File: src/rtl/sensor_event_fifo_if.sv
// Avalon-MM bus between the HPS bridge (master) and the sensor event FIFO (slave).
// Zero-wait slave: readdata is combinational from address, waitrequest is tied low.
interface sensor_event_fifo_if;
    logic [1:0]  address;
    logic        read;
    logic        write;
    logic [31:0] writedata;
    logic [31:0] readdata;
    logic        waitrequest;

    modport master (
        output address, read, write, writedata,
        input  readdata, waitrequest
    );

    modport slave (
        input  address, read, write, writedata,
        output readdata, waitrequest
    );
endinterface

File: src/rtl/sensor_event_fifo.sv
// Sensor event FIFO.
// Watches every lighthouse decoder's data_available level for a rising edge,
// latches that channel's 32-bit value into a holding register, arbitrates the
// pending captures round-robin (one grant per cycle) and pushes {id, value}
// into a single FIFO that software drains through a zero-wait Avalon slave.
//
// Register map (word addresses):
//   0  status     [31] overflow, [23:16] level, [ID_W-1:0] head id (0 when empty)
//   1  head value reading pops; empty returns 32'hDEAD_BEEF without popping
//   2  drops      {16'h0, drop_count}, saturating
//   3  config     read {16'h0, NUM_SENSORS, DEPTH}; write bit0 clears overflow/drops
module sensor_event_fifo #(
    parameter int NUM_SENSORS = 16,
    parameter int DEPTH       = 32,
    parameter int ID_W        = 4
) (
    input  logic                      clock,
    input  logic                      reset_n,
    input  logic [NUM_SENSORS*32-1:0] sensor_value,
    input  logic [NUM_SENSORS-1:0]    data_available,
    sensor_event_fifo_if.slave        bus,
    output logic                      irq
);

    localparam int PTR_W   = $clog2(DEPTH);
    localparam int LEVEL_W = PTR_W + 1;
    localparam int ENTRY_W = ID_W + 32;
    localparam logic [31:0]        EMPTY_VALUE = 32'hDEAD_BEEF;
    localparam logic [LEVEL_W-1:0] FULL_LEVEL  = LEVEL_W'(DEPTH);

    // Saturating add for the drop counter; several drops can land in one cycle.
    function automatic logic [15:0] sat_add(input logic [15:0] cnt, input logic [5:0] inc);
        logic [16:0] sum;
        sum = {1'b0, cnt} + {11'b0, inc};
        return sum[16] ? 16'hFFFF : sum[15:0];
    endfunction

    // Wrap a channel index that may exceed NUM_SENSORS by less than NUM_SENSORS.
    function automatic logic [ID_W-1:0] wrap_idx(input int sum);
        return ID_W'((sum >= NUM_SENSORS) ? sum - NUM_SENSORS : sum);
    endfunction

    // Capture stage state
    logic [NUM_SENSORS-1:0] prev_avail;
    logic [NUM_SENSORS-1:0] pending;
    logic [31:0]            holding [NUM_SENSORS];
    logic [ID_W-1:0]        rr_ptr;

    // FIFO state
    logic [ENTRY_W-1:0] mem [DEPTH];
    logic [PTR_W-1:0]   wr_ptr;
    logic [PTR_W-1:0]   rd_ptr;
    logic [LEVEL_W-1:0] level;

    // Error bookkeeping
    logic        overflow;
    logic [15:0] drop_count;

    // Combinational control
    logic [NUM_SENSORS-1:0] rise;
    logic                   grant_vld;
    logic [ID_W-1:0]        grant_id;
    logic [NUM_SENSORS-1:0] grant_onehot;
    logic [NUM_SENSORS-1:0] capture_drop;
    logic                   pop;
    logic                   push;
    logic                   push_drop;
    logic [5:0]             n_drops;
    logic                   clear_req;
    logic [ENTRY_W-1:0]     head_entry;
    logic [ID_W-1:0]        head_id;
    logic [31:0]            head_value;
    logic [7:0]             level_byte;
    logic                   unused_writedata;

    assign rise = data_available & ~prev_avail;

    // Round-robin search of pending[], starting at rr_ptr and wrapping.
    always_comb begin
        grant_vld = 1'b0;
        grant_id  = '0;
        for (int k = 0; k < NUM_SENSORS; k++) begin
            if (!grant_vld && pending[wrap_idx(int'(rr_ptr) + k)]) begin
                grant_vld = 1'b1;
                grant_id  = wrap_idx(int'(rr_ptr) + k);
            end
        end
    end

    assign grant_onehot = grant_vld ? (NUM_SENSORS'(1) << grant_id) : '0;

    // A full FIFO still accepts the grant when software pops in the same cycle.
    assign pop       = bus.read && (bus.address == 2'd1) && (level != '0);
    assign push      = grant_vld && ((level != FULL_LEVEL) || pop);
    assign push_drop = grant_vld && !push;

    // A fresh edge overwrites an un-granted pending value; a granted channel's
    // old value is pushed this cycle, so its new edge is not a loss.
    assign capture_drop = rise & pending & ~grant_onehot;

    // Total losses this cycle: overwritten captures plus a rejected push.
    always_comb begin
        n_drops = {5'b0, push_drop};
        for (int i = 0; i < NUM_SENSORS; i++) begin
            n_drops = n_drops + {5'b0, capture_drop[i]};
        end
    end

    assign clear_req = bus.write && (bus.address == 2'd3) && bus.writedata[0];
    assign unused_writedata = ^bus.writedata[31:1];

    // Edge history, holding registers, pending flags and round-robin pointer.
    always_ff @(posedge clock) begin
        if (!reset_n) begin
            prev_avail <= '0;
            pending    <= '0;
            rr_ptr     <= '0;
            for (int i = 0; i < NUM_SENSORS; i++) begin
                holding[i] <= '0;
            end
        end else begin
            prev_avail <= data_available;
            pending    <= (pending & ~grant_onehot) | rise;
            for (int i = 0; i < NUM_SENSORS; i++) begin
                if (rise[i]) begin
                    holding[i] <= sensor_value[32*i +: 32];
                end
            end
            if (grant_vld) begin
                rr_ptr <= wrap_idx(int'(grant_id) + 1);
            end
        end
    end

    // FIFO storage; contents are don't-care until the pointers say otherwise.
    always_ff @(posedge clock) begin
        if (push) begin
            mem[wr_ptr] <= {grant_id, holding[grant_id]};
        end
    end

    // FIFO pointers and occupancy; pointers wrap naturally at DEPTH.
    always_ff @(posedge clock) begin
        if (!reset_n) begin
            wr_ptr <= '0;
            rd_ptr <= '0;
            level  <= '0;
        end else begin
            if (push) begin
                wr_ptr <= wr_ptr + 1'b1;
            end
            if (pop) begin
                rd_ptr <= rd_ptr + 1'b1;
            end
            case ({push, pop})
                2'b10:   level <= level + 1'b1;
                2'b01:   level <= level - 1'b1;
                default: level <= level;
            endcase
        end
    end

    // Overflow flag and drop counter; a drop in the clearing cycle wins.
    always_ff @(posedge clock) begin
        if (!reset_n) begin
            overflow   <= 1'b0;
            drop_count <= '0;
        end else if (n_drops != '0) begin
            overflow   <= 1'b1;
            drop_count <= sat_add(clear_req ? 16'h0000 : drop_count, n_drops);
        end else if (clear_req) begin
            overflow   <= 1'b0;
            drop_count <= '0;
        end
    end

    assign head_entry = mem[rd_ptr];
    assign head_id    = (level != '0) ? head_entry[ENTRY_W-1:32] : '0;
    assign head_value = (level != '0) ? head_entry[31:0] : EMPTY_VALUE;
    assign level_byte = 8'(level);

    // Register read mux, combinational from address.
    always_comb begin
        case (bus.address)
            2'd0:    bus.readdata = {overflow, 7'b0, level_byte, {(16-ID_W){1'b0}}, head_id};
            2'd1:    bus.readdata = head_value;
            2'd2:    bus.readdata = {16'h0000, drop_count};
            default: bus.readdata = {16'h0000, 8'(NUM_SENSORS), 8'(DEPTH)};
        endcase
    end

    assign bus.waitrequest = 1'b0;
    assign irq             = (level != '0);

endmodule

File: src/flat_wrapper.sv
// flat-port wrapper written by rule: the top's interface ports become plain ports
module sensor_event_fifo_flat 
#(
    parameter int NUM_SENSORS = 16,
    parameter int DEPTH       = 32,
    parameter int ID_W        = 4
)
  (clock, reset_n, sensor_value, data_available, irq, bus_address, bus_read, bus_write, bus_writedata, bus_readdata, bus_waitrequest);
  sensor_event_fifo_if bus_i ();
  input  logic clock;
  input  logic reset_n;
  input  logic [NUM_SENSORS*32-1:0] sensor_value;
  input  logic [NUM_SENSORS-1:0] data_available;
  output logic irq;
  input wire logic [$bits(bus_i.address)-1:0] bus_address;
  input wire logic [$bits(bus_i.read)-1:0] bus_read;
  input wire logic [$bits(bus_i.write)-1:0] bus_write;
  input wire logic [$bits(bus_i.writedata)-1:0] bus_writedata;
  output wire logic [$bits(bus_i.readdata)-1:0] bus_readdata;
  output wire logic [$bits(bus_i.waitrequest)-1:0] bus_waitrequest;
  assign bus_i.address = bus_address;
  assign bus_i.read = bus_read;
  assign bus_i.write = bus_write;
  assign bus_i.writedata = bus_writedata;
  assign bus_readdata = bus_i.readdata;
  assign bus_waitrequest = bus_i.waitrequest;
  sensor_event_fifo #(.NUM_SENSORS(NUM_SENSORS), .DEPTH(DEPTH), .ID_W(ID_W)) u_core (.clock(clock), .reset_n(reset_n), .sensor_value(sensor_value), .data_available(data_available), .bus(bus_i), .irq(irq));
endmodule
File: config.mk
export PLATFORM = sky130hd
export DESIGN_NAME = sensor_event_fifo_flat
export DESIGN_NICKNAME = d
export VERILOG_FILES = /design/src/rtl/sensor_event_fifo_if.sv /design/src/rtl/sensor_event_fifo.sv /design/src/flat_wrapper.sv
export SDC_FILE = /design/constraint.sdc
export NUM_CORES = 2
export LEC_CHECK = 0
export BUFFER_PORTS_ARGS = -buffer_cell sky130_fd_sc_hd__buf_4
export CAP_MARGIN = 10
export CORE_AREA = 3 3 355 357
export DETAILED_ROUTE_END_ITERATION = 7
export DIE_AREA = 0 0 358 360
export HOLD_SLACK_MARGIN = 0.02
export MAX_ROUTING_LAYER = met4
export PLACE_DENSITY = 0.79
export SYNTH_ARGS = -nofsm -noshare
export SYNTH_HDL_FRONTEND = slang
export SYNTH_SLANG_ARGS = --single-unit
File: constraint.sdc
create_clock -name clock -period 14.05 [get_ports clock]
set_input_delay 2.81 -clock clock [delete_from_list [all_inputs] [get_ports clock]]
set_output_delay 2.81 -clock clock [all_outputs]
set_load 0.01 [all_outputs]
==> impl_metrics.json <==
{
  "layout_common_cells": "edfxtp_1 (1,664), buf_4 (675), and2_1 (530)",
  "fmax_mhz": 85.34,
  "io_buffers": 567,
  "crit_path_max_fanout": 39,
  "async_flop_share": 0,
  "drive_above_1_share": 0.2842,
  "cts_hold_buffers": 0,
  "antenna_found_initial": 31,
  "synth.distinct_cells": 74,
  "hold_violations": 0,
  "status": "finished, final reports clean",
  "routabilityCongestion": 0.9273,
  "fin_skew_ps": 42.63,
  "setup_tns_ps": 0,
  "grt_max_degree": 105,
  "cts_setup_buffers": 0,
  "slew_headroom": 0.08366,
  "fin_cells": 6620,
  "hp-start": "u_core.rd_ptr[1]",
  "start_kind": "flip-flop",
  "cp_common_cell": "fa_1",
  "crit_slowest_cell": "ha_1",
  "avgSynthCellArea_um2": 17.44,
  "netlist_instances": 4227,
  "grt_overflow": 0,
  "die_h_um": 360,
  "avgRoutedWirePerCell_um": 34.05,
  "drcViolationCount": 0,
  "crit_type": "flip-flop to flip-flop",
  "final_area_um2": 85600,
  "drv_slew": 0,
  "yosys_register_bits": 1738,
  "nets": 5430,
  "clkLatencyLatePin_ps": 800,
  "nFillCells": 7737,
  "grt_pass1_wl_um": 317100,
  "setup_viol": 0,
  "cp.required_ps": 14770,
  "io_pins": 600,
  "yosys_warnings": 0,
  "cp-end-kind": "flip-flop",
  "postPlaceCellArea_um2": 80170,
  "drt_wl_total_um": 225400,
  "ant_nets": 0,
  "layout_commonest_cell": "edfxtp_1",
  "arrival_ps": 12430,
  "startpoint": "u_core.rr_ptr[0]",
  "clockBufferDepth": 3,
  "dp.final_hpwl_um": 140700,
  "cts_tree": "built",
  "syn_nets": 4838,
  "start_util": 0.5977,
  "reg2reg_from": "u_core.rr_ptr[0]",
  "tightest_slew_ps": 1340,
  "rsz0062_at_grt": "false",
  "die_area_um2": 128900,
  "htreeDepth": 4,
  "place_inst": 6277,
  "dieWidth_um": 358,
  "min_period_ps": 11720,
  "hp-class": "flip-flop to flip-flop",
  "synth_edf_count": 1664,
  "clk_pin_slew_ps": 60,
  "coreArea_um2": 123300,
  "drt_iter0_drc": 6109,
  "synthesis.area_um2": 73700,
  "max_stage_delay_ps": 830,
  "area.growth.synth_to_final_pct": 16.14,
  "vias_per_cell": 6.668,
  "cts_resized": 0,
  "dr_total_vias": 44140,
  "synth_flop_cell": "edfxtp_1",
  "ctsRootBufferMaster": "clkbuf_16",
  "seq_area_frac_synth": 0.6980,
  "fin_crit_sh": 0.8340,
  "grt_pass1_vias": 43920,
  "drv_cap": 0,
  "cts_made_buffers": 169,
  "firstDrtPassIters": 8,
  "grt_use_total": 0.3613,
  "rows": 129,
  "clock-sinks": 1738
}
==> registers in the layout (all words and copies together), names as in the netlist, named ones only <==
name               cells
u_core.pending        16
u_core.rd_ptr          5
u_core.wr_ptr          5
u_core.drop_count     16
u_core.mem          1152
u_core.holding       512
u_core.level           6
u_core.prev_avail     16
u_core.overflow        1
u_core.rr_ptr          4
==> metal layers <==
| metal | vias to the layer above | GRT usage | part of all wire |
|---|---|---|---|
| li1 | 17920 | - | - |
| met1 | 22320 | 0.4592 | 0.35 |
| met2 | 3234 | 0.5497 | 0.48 |
| met3 | 665 | 0.06272 | 0.10 |
| met4 | 0 | 0.2187 | 0.073 |
| met5 | - | - | 0 |
==> area by class of cell <==
| class | count | area, um^2 | area share |
|---|---|---|---|
| sequential | 1738 | 51470 | 0.6012 |
| multi-input combinational | 2135 | 21230 | 0.2480 |
| timing repair buffer | 684 | 5261 | 0.06147 |
| clock buffer | 223 | 4472 | 0.05224 |
| tap | 1637 | 2048 | 0.02393 |
| clock inverter | 84 | 700.7 | 0.008186 |
| inverter | 91 | 349.1 | 0.004078 |
| antenna | 28 | 70.07 | 0.0008186 |
==> cells by family (layout without fill, tap and decap cells) <==
logic type	after synthesis	after routing	synth area share
adder cells (fa/ha/maj)	45	45	0.008963
multiplexers	652	652	0.1535
flip-flops	1738	1738	0.6980
AO/OA/AOI/OAI	418	418	0.04054
XOR/XNOR	40	40	0.004753
buffers and inverters	354	1082	0.01906
AND/OR/NAND/NOR	979	979	0.07512
other	1	29	0.00005088
==> metrics by stage <==
| stage | worst slack (ps) | util | hold slack (ps) |
|---|---|---|---|
| after global routing | 1653 | 0.6941 | 538.5 |
| final | 2333 | 0.6942 | 506.3 |
| after CTS | 2433 | 0.6921 | 506.3 |
| after floorplan | 3317 | - | 457.7 |
| after detailed placement | 2529 | 0.6502 | 496.9 |
| after global placement | 2498 | 0.6502 | 482.3 |
==> synthesized netlist by cell type (37+ instances only) <==
| cell type | instances | area (um^2) |
|---|---|---|
| mux4_2 | 380 | 8558 |
| edfxtp_1 | 1664 | 49970 |
| o22ai_1 | 72 | 450.4 |
| buf_2 | 37 | 185.2 |
| nor3_1 | 57 | 285.3 |
| and2_1 | 530 | 3316 |
| nand2_1 | 73 | 274.0 |
| buf_1 | 52 | 195.2 |
| dfxtp_1 | 74 | 1481 |
| a21oi_1 | 87 | 435.4 |
| clkbuf_1 | 167 | 626.9 |
| inv_1 | 87 | 326.6 |
| mux2i_1 | 248 | 2482 |
| nor2_1 | 176 | 660.6 |
==> final timing paths <==
path,to,slack (ps),cells past startpoint
worst min-delay path,flip-flop,510,2
worst min register to register,flip-flop,510,2
worst max register to register,u_core.drop_count[10],2330,35
worst max-delay path,u_core.drop_count[10],2330,35
==> critical path, delay by kind of cell (launching register included) <==
kind                     cells  cell delay, ps
adder cells (fa/ha/maj)      9            4200
flip-flops                   1             300
AND/OR/NAND/NOR             11            3340
buffers and inverters        6            1300
multiplexers                 3            1370
AO/OA/AOI/OAI                6            1190
Power is not shown: default switching activity piles up to over one toggle a cycle in this logic, so the estimate is an artifact.
